==> src/rtl/shift_unit_arbiter_pkg.sv <==
// shift_unit_arbiter_pkg: shifter op codes and arbiter FSM state encodings
package shift_unit_arbiter_pkg;
  localparam logic [1:0] SHTOp_NOP = 2'b00;
  localparam logic [1:0] SHTOp_SLL = 2'b01;
  localparam logic [1:0] SHTOp_SRL = 2'b10;
  localparam logic [1:0] SHTOp_SRA = 2'b11;
  typedef enum logic [1:0] {
    ST_IDLE  = 2'd0,
    ST_SHIFT = 2'd1,
    ST_DONE  = 2'd2
  } state_t;
endpackage

==> src/rtl/shift_unit_arbiter_shifter.sv <==
// shift_unit_arbiter_shifter: combinational barrel shifter (b, len, sht_op -> sht_out)
//   b       in  W  operand
//   len     in  5  shift amount
//   sht_op  in  2  NOP / SLL / SRL / SRA
//   sht_out out W  shifted operand
module shift_unit_arbiter_shifter
  import shift_unit_arbiter_pkg::*;
#(
  parameter int W = 32
) (
  input  logic [W-1:0] b,
  input  logic [4:0]   len,
  input  logic [1:0]   sht_op,
  output logic [W-1:0] sht_out
);
  // kept in its own signed net so the arithmetic shift is not turned logical by the mux
  logic signed [W-1:0] sra;
  assign sra = $signed(b) >>> len;
  always_comb
    sht_out = sht_op == SHTOp_SLL ? b << len :
              sht_op == SHTOp_SRL ? b >> len :
              sht_op == SHTOp_SRA ? sra      : b;
endmodule

==> src/rtl/shift_unit_arbiter.sv <==
// shift_unit_arbiter: round-robin sharing of one barrel shifter between two requesters
//   clk, rst_n                 clock, async active-low reset
//   a_req/a_data/a_len/a_op    requester A (ALU path)
//   b_req/b_data/b_len/b_op    requester B (load/store alignment)
//   a_gnt, b_gnt               owner of the shifter during SHIFT and DONE
//   a_done, b_done             one-cycle result-valid pulse to the winner
//   result                     registered shifter output, held until the next DONE
//   busy                       high outside IDLE
module shift_unit_arbiter
  import shift_unit_arbiter_pkg::*;
#(
  parameter int W      = 32,
  parameter bit PRIO_A = 1'b1
) (
  input  logic         clk,
  input  logic         rst_n,
  input  logic         a_req,
  input  logic [W-1:0] a_data,
  input  logic [4:0]   a_len,
  input  logic [1:0]   a_op,
  input  logic         b_req,
  input  logic [W-1:0] b_data,
  input  logic [4:0]   b_len,
  input  logic [1:0]   b_op,
  output logic         a_gnt,
  output logic         b_gnt,
  output logic         a_done,
  output logic         b_done,
  output logic [W-1:0] result,
  output logic         busy
);
  state_t       state;
  logic [W-1:0] op_data;
  logic [4:0]   op_len;
  logic [1:0]   op_code;
  logic         owner_a;
  logic         last_a;
  logic         pick_a;
  logic [W-1:0] sht_out;
  // A wins when alone, or on a tie when B was the previous winner
  assign pick_a = a_req & (~b_req | ~last_a);
  shift_unit_arbiter_shifter #(.W(W)) u_shifter (
    .b       (op_data),
    .len     (op_len),
    .sht_op  (op_code),
    .sht_out (sht_out)
  );
  always_ff @(posedge clk or negedge rst_n)
    if (!rst_n) begin
      state   <= ST_IDLE;
      op_data <= '0;
      op_len  <= '0;
      op_code <= SHTOp_NOP;
      owner_a <= 1'b0;
      last_a  <= ~PRIO_A;
      a_gnt   <= 1'b0;
      b_gnt   <= 1'b0;
      a_done  <= 1'b0;
      b_done  <= 1'b0;
      result  <= '0;
      busy    <= 1'b0;
    end else begin
      case (state)
        ST_IDLE:
          if (a_req | b_req) begin
            op_data <= pick_a ? a_data : b_data;
            op_len  <= pick_a ? a_len  : b_len;
            op_code <= pick_a ? a_op   : b_op;
            owner_a <= pick_a;
            a_gnt   <= pick_a;
            b_gnt   <= ~pick_a;
            busy    <= 1'b1;
            state   <= ST_SHIFT;
          end
        ST_SHIFT: begin
          result <= sht_out;
          a_done <= owner_a;
          b_done <= ~owner_a;
          state  <= ST_DONE;
        end
        ST_DONE: begin
          a_done <= 1'b0;
          b_done <= 1'b0;
          a_gnt  <= 1'b0;
          b_gnt  <= 1'b0;
          busy   <= 1'b0;
          last_a <= owner_a;
          state  <= ST_IDLE;
        end
        default: state <= ST_IDLE;
      endcase
    end
endmodule

==> config.mk <==
export PLATFORM = sky130hd
export DESIGN_NAME = shift_unit_arbiter
export DESIGN_NICKNAME = d
export VERILOG_FILES = /design/src/rtl/shift_unit_arbiter_pkg.sv /design/src/rtl/shift_unit_arbiter_shifter.sv /design/src/rtl/shift_unit_arbiter.sv
export SDC_FILE = /design/constraint.sdc
export NUM_CORES = 1
export LEC_CHECK = 0
export ABC_AREA = 0
export BUFFER_PORTS_ARGS = -buffer_cell sky130_fd_sc_hd__buf_4
export CAP_MARGIN = 20
export CORE_AREA = 2 2 179 137
export CTS_CLUSTER_SIZE = 8
export DETAILED_ROUTE_END_ITERATION = 10
export DIE_AREA = 0 0 181 139
export PLACE_DENSITY = 0.69
export SYNTH_ARGS = -nofsm -noshare
export SYNTH_HDL_FRONTEND = slang
export SYNTH_SLANG_ARGS = --single-unit
==> constraint.sdc <==
create_clock -name clk -period 2.05 [get_ports clk]
set_input_delay 0.615 -clock clk [delete_from_list [all_inputs] [get_ports clk]]
set_output_delay 0.615 -clock clk [all_outputs]
set_load 0.01 [all_outputs]
==> key figures, run 1 <==
Placement
  • Post-DP HPWL: 36.8 mm
  • Routability congestion estimate: 1.03
  • Port bufs: between 100 and 150

Drt
  • Final wirelength: approximately 48 mm
  • DRT Pass-1 Iters: 6
  • # DRC: 0
  • ANT nets after route: 0
  • DR WL/cell: 28.7 µm
  • Iteration-0 DRC Markers: 1,623
  • Number of vias per cell: between 6 and 7
  • Routed vias: approximately 11,000

Critical path
  • Worst Setup Start Kind: flop
  • Critical path fanouts, max: 8
  • WS Path Type: flop to flop
  • Critical Path Sink Type: flop
  • Crit path DAT: 2.61 ns
  • Worst Path Required: 2.30 ns

Clock network
  • Clk_lat worst skew: 0.37 ns
  • CTS Buffer Depth: 2
  • CTS sink count: 80
  • Post-cts hold buffer count: 0
  • CTS tree: done
  • Cts bufs inserted: 9
  • Clock Tree Root: clkbuf_16
  • Clk slew on worst S/H paths: 0.07 ns
  • # H-tree levels: 3

Synthesis
  • Yosys cell types: between 70 and 80
  • Seq/Total Area, Yosys: 22.2%
  • Top FF cell, synth: dfrtp_1
  • YS warnings: 0
  • Post-synth EDFFs: 0
  • Synth Register Bits: 80
  • Post-Synthesis Cells: 989
  • Cell Area, Synth: approximately 9000 µm²
  • Syn avg cell area: 9.13 µm²
  • Syn nets: roughly 1,100
  • Ys async rst share: between 90% and 100%

Cells and area
  • Layout cells sized above 1: a little under three fifths
  • Fin util: 60.4%
  • Fin nets: 1,453
  • Antenna diodes: 0
  • Number of fill cells: 2,051
  • Area growth, synth to finish: 57.3%

Timing
  • Slew @ Worst Pin: roughly 0.66 ns
  • Period Utilization, post-route: 115%
  • Final worst slack: -0.309 ns
  • Pins Over Slew Limit: 0
  • Final setup vio count: 32
  • RSZ-0062 raised after global routing: yes
  • Min Clock Period, post-route: 2.36 ns
  • Fin. Hold Viols: 0
  • Max-slew headroom: 55.7%
  • Skew final: 0.0125 ns
  • Highest achievable clock rate: 0.424 GHz

Floorplan
  • Die X: 181 µm
  • # IOs: 119
  • DIE HEIGHT: ~140 µm
  • # rows: approximately 50
  • Starting density of the core: 38.4%
  • Core area: between 20,000 and 25,000 µm²
  • Die area: ~25,000 µm²

Run status
  • Outcome: finished, violations left
  • Failing checks: negative setup slack

Global routing
  • Vias in the first global route: 10,480
  • Largest net degree at the start of global routing: 43
  • First-pass GRT wire length: 69.8 mm
  • Overflow after GRT: 0
  • Total GRT Usage: a little under two fifths
  • Initial antenna violation count: 1

Min path
  • Worst Hold Class: input pin to async pin

Job
  • Max Cap Viol: 0
## state kept, by name, indices dropped and copies added (netlist names)
| signal | flops |
|---|---|
| a_done | 1 |
| a_gnt | 1 |
| b_done | 1 |
| b_gnt | 1 |
| busy | 1 |
| last_a | 1 |
| op_code | 2 |
| op_data | 32 |
| op_len | 5 |
| owner_a | 1 |
| result | 32 |
| state | 2 |
## per-layer routing
| layer | global-route usage, % | share of wire, % | vias up |
|---|---|---|---|
| met3 | 10.0 | 12 | 156 |
| met2 | 56.0 | 43 | 813 |
| met5 | 0 | 0 | - |
| met4 | 14.2 | 4.2 | 0 |
| li1 | - | - | 4560 |
| met1 | 52.6 | 40 | 5445 |
## repair_timing
action	4_1_cts	5_1_grt
gates resized for setup	171	81
setup endpoints to repair	32	32
setup buffers	32	20
cloned	2	2
endpoints found under the hold margin	0	0
pin swaps	60	51
## metrics by stage
stage	instances	setup slack (ns)	setup TNS, ns	hold slack, ns	instance area [µm²]
2_1_floorplan	989	0.0104	0	0.319	9040
3_3_place_gp	1617	-0.476	-8.29	0.496	12500
3_5_place_dp	1617	-0.445	-8.51	0.505	12500
4_1_cts	1661	-0.228	-4.73	0.125	13700
5_1_grt	1678	-0.337	-7.53	0.135	14200
6_report	1678	-0.309	-6.39	0.120	14200
## synth_stat cells, drive strengths merged, types with 11 or more instances
library cell  instances  area (µm²)
buf                  50         369
a21oi                41         205
nand3                17        85.1
nand2               117         442
o211ai               19         143
mux4                 86        1980
clkbuf               77         289
inv                  14        52.6
nor2                 72         273
a31oi                24         150
nor2b                17         106
o21ai                80         400
dfrtp                80        2000
mux2                 26         293
mux2i                85         855
o22ai                16         100
nand2b               12        75.1
nor3                 18        90.1
a211oi               11        82.6
## placed cells by master, fill, tap and decap left out, drive strengths merged, types with 6 or more instances in the layout
| cell type | n |
|---|---|
| nand2 | 117 |
| nor3 | 18 |
| o31ai | 7 |
| a211oi | 11 |
| mux4 | 86 |
| nand3 | 17 |
| nor2b | 17 |
| o211ai | 19 |
| o22ai | 16 |
| nor2 | 72 |
| o21ai | 80 |
| inv | 15 |
| buf | 492 |
| mux2i | 85 |
| o311ai | 7 |
| a21oi | 41 |
| clkbuf | 11 |
| nand2b | 12 |
| a31oi | 24 |
| mux2 | 26 |
| or2 | 6 |
| dfrtp | 80 |
## layout make-up
cell class / count / area, µm² / area share (%)
Clock buffer: 9 / 225 / 1.59
Clock inverter: 7 / 53.8 / 0.379
Inverter: 15 / 62.6 / 0.440
Multi-Input combinational cell: 767 / 7170 / 50.5
Sequential cell: 80 / 2010 / 14.2
Tap cell: 306 / 383 / 2.69
Timing Repair Buffer: 494 / 4300 / 30.2
## worst max-delay path, stage by stage, from the launching register on
cell	delay (ns)
dfrtp_4	0.48
buf_12	0.17
buf_12	0.13
mux4_2	0.54
a22oi_1	0.25
a21oi_1	0.27
o31ai_4	0.27
a31oi_1	0.11
## path summary, 6_finish.rpt
| kind | from | endpoint | slack, ns | cells past startpoint |
|---|---|---|---|---|
| min in group clk | result[19] | result[19] | 0.52 | 2 |
| max in group asynchronous | rst_n | op_len[0] | 1.33 | 2 |
| setup / recovery | op_len[1] | result[9] | -0.31 | 7 |
| hold / removal | rst_n | op_data[13] | 0.12 | 1 |
| hold reg to reg | result[19] | result[19] | 0.52 | 2 |
| setup reg to reg | op_len[1] | result[9] | -0.31 | 7 |
## logic make-up after synthesis
logic type      share of synthesized area, %
fa+ha+maj                              0.554
flops                                   22.2
mux                                     34.6
buf+inv                                 7.91
compound gates                          20.1
simple gates                            14.7
Power of run 1 is left out: the tool's default activity adds up to more than one toggle a clock period on the data nets, which glitch-free logic cannot reach.
==> run 2: changes to the inputs <==
BUFFER_PORTS_ARGS = unset   (was -buffer_cell sky130_fd_sc_hd__buf_4)
DONT_BUFFER_PORTS = 1   (was unset)
PLACE_DENSITY = 0.65   (was 0.69)
==> run 2 against run 1 <==
  * The run ends with negative hold slack, negative setup slack left
  * Design area down 10%
  * Maximum frequency down 0.24%
  * Critical path depth up 1
  * Routed wire length down 8.7%
  * Die area unchanged
  * Worst setup slack worse by 0.0056 ns
  * Register-to-register slack about the same
==> key figures, run 2 (same netlist as run 1, synthesis figures left out) <==
Timing
  • Worst hold slack: -0.0645 ns
  • Fin. Hold Viols: 80
  • Slew @ Worst Pin: 0.550 ns
  • Min Clock Period, post-route: 2.36 ns
  • Max-slew headroom: 63.0%
  • Pins Over Slew Limit: 0
  • Period Utilization, post-route: 115%
  • Highest achievable clock rate: 0.423 GHz
  • Final setup vio count: 32
  • Final worst slack: -0.315 ns
  • RSZ-0062 raised after global routing: yes
  • Skew final: 0.0144 ns

Global routing
  • First-pass GRT wire length: 64.8 mm
  • Total GRT Usage: 34.8%
  • Vias in the first global route: 9,584
  • Overflow after GRT: 0
  • Largest net degree at the start of global routing: 81
  • Initial antenna violation count: 1

Drt
  • Routed vias: 10,058
  • DRT Pass-1 Iters: 5
  • ANT nets after route: 0
  • # DRC: 0
  • DR WL/cell: roughly 29 µm
  • Iteration-0 DRC Markers: 1,240
  • Number of vias per cell: 6.57
  • Final wirelength: between 40 and 50 mm

Cells and area
  • Antenna diodes: 0
  • Area occupied by multi-input gates: 6970 µm²
  • Area growth, synth to finish: 41.4%
  • Layout cells sized above 1: 48.1%
  • Largest regs: op_data: 32 flops, result: 32 flops, op_len: 5 flops
  • Storage cell area: 2010 µm²
  • Commonest non-fill, non-tap cells in the layout: buf_4, nand2_1, mux4_2, mux2i_1, dfrtp_1
  • Fin nets: 1,306
  • Number of fill cells: 2,170
  • Most common cell after layout, fill and taps aside: buf_4

Critical path
  • Launching point of the worst reg2reg path: op_len[1]
  • R2R depth: 8
  • WS Path Type: flop to flop
  • Worst Setup Start Kind: flop
  • Critical Path Sink Type: flop
  • Most frequent CP cell: buf_4
  • Worst-path cell chain: buf_12 > buf_4 > mux4_2 > mux2i_1 > buf_4 > o22ai_2 > a211o_1 > o32a_1
  • Reg-to-reg critical path endpoint: result[24]
  • Crit path launch: op_len[1]
  • Worst Path Required: approximately 2.3 ns
  • R2R Setup Slk: -0.31 ns
  • Critical path fanouts, max: 9
  • Slowest-stage cell, CP: dfrtp_4
  • CP max stage delay: 0.49 ns
  • Crit path DAT: approximately 2.6 ns

Clock network
  • CTS tree: done
  • Clk_lat worst skew: 0.38 ns
  • CTS sink count: 80
  • Cts bufs inserted: 9
  • # H-tree levels: 3
  • Clk slew on worst S/H paths: ~0.070 ns
  • CTS Buffer Depth: 2
  • Clock Tree Root: clkbuf_16

Floorplan
  • Die X: 181 µm
  • # rows: 49
  • Die area: 25,200 µm²
  • Starting density of the core: 38.4%
  • Core area: around 24,000 µm²
  • DIE HEIGHT: about 140 µm
  • # IOs: 119

Job
  • Max Cap Viol: 0

Placement
  • Post-DP HPWL: between 30 and 40 mm
  • Port bufs: 0
  • Routability congestion estimate: 1.02
  • Place WS: -0.533 ns

Run status
  • Outcome: finished, violations left
  • Failing checks: negative hold slack, negative setup slack

Min path
  • Worst Hold Class: input pin to async pin
[run 2: cell types whose count changed in the layout (fill, tap and decap cells not counted), moves of 4 or more]
cell	change
buf_8	-6
buf_6	-5
o22ai_4	-4
buf_4	-126
nand2_2	-4
mux2i_1	+4
nand2_1	+4
nand3_2	-4
nand3_1	+4
buf_12	-9
o21ai_2	-4
[run 2: final cells by class]
class	instances	share of cell area (%)
clock buffer	11	1.98
tap	306	3.00
sequential	80	15.8
multi-input combinational	767	54.6
timing repair buffer	347	23.5
clock inverter	5	0.617
inverter	15	0.510
[run 2: through the flow]
| step | util [%] | cell area [µm²] | setup TNS (ns) | hold slack, ns | instances |
|---|---|---|---|---|---|
| after floorplan | - | 9040 | 0 | 0.319 | 989 |
| final | 54.2 | 12800 | -6.94 | -0.0645 | 1531 |
| after detailed placement | 48.0 | 11300 | -10.61 | 0.325 | 1478 |
| after CTS | 52.6 | 12400 | -5.46 | -0.0725 | 1514 |
| after global routing | 54.2 | 12800 | -8.33 | -0.0686 | 1531 |
| after global placement | 48.0 | 11300 | -10.42 | 0.325 | 1478 |
[run 2: what timing repair did]
item                       4_1_cts  5_1_grt
hold endpoints to repair        80       80
setup endpoints to repair       32       32
resized for setup              155       49
pin swaps                       46       25
buffers inserted                24       17
gates cloned                     0        1
[run 2: how the worst max path moves through the flow]
stage / endpoint / slack (ns)
5_1_grt: result[30] / -0.37
4_1_cts: result[30] / -0.30
3_5_place_dp: result[19] / -0.53
2_1_floorplan: result[31] / 0.01
3_3_place_gp: result[19] / -0.51
6_report: result[24] / -0.31
[run 2: metal layers]
metal  vias to the layer above  part of all wire, %  global-route usage, %
li1                       4259                    -                      -
met1                      4998                   41                   48.5
met2                       667                   43                   52.0
met3                       132                   11                   9.11
met4                         2                  4.2                   12.8
met5                         -                0.041                      0
[run 2: worst max-delay path: cells and delay by family (launching register included)]
family | cells | cell delay (ns)
flip-flops | 1 | 0.49
buffers and inverters | 3 | 0.48
AO/OA/AOI/OAI | 3 | 0.69
multiplexers | 2 | 0.58
Power of run 2 is left out for the same reason.
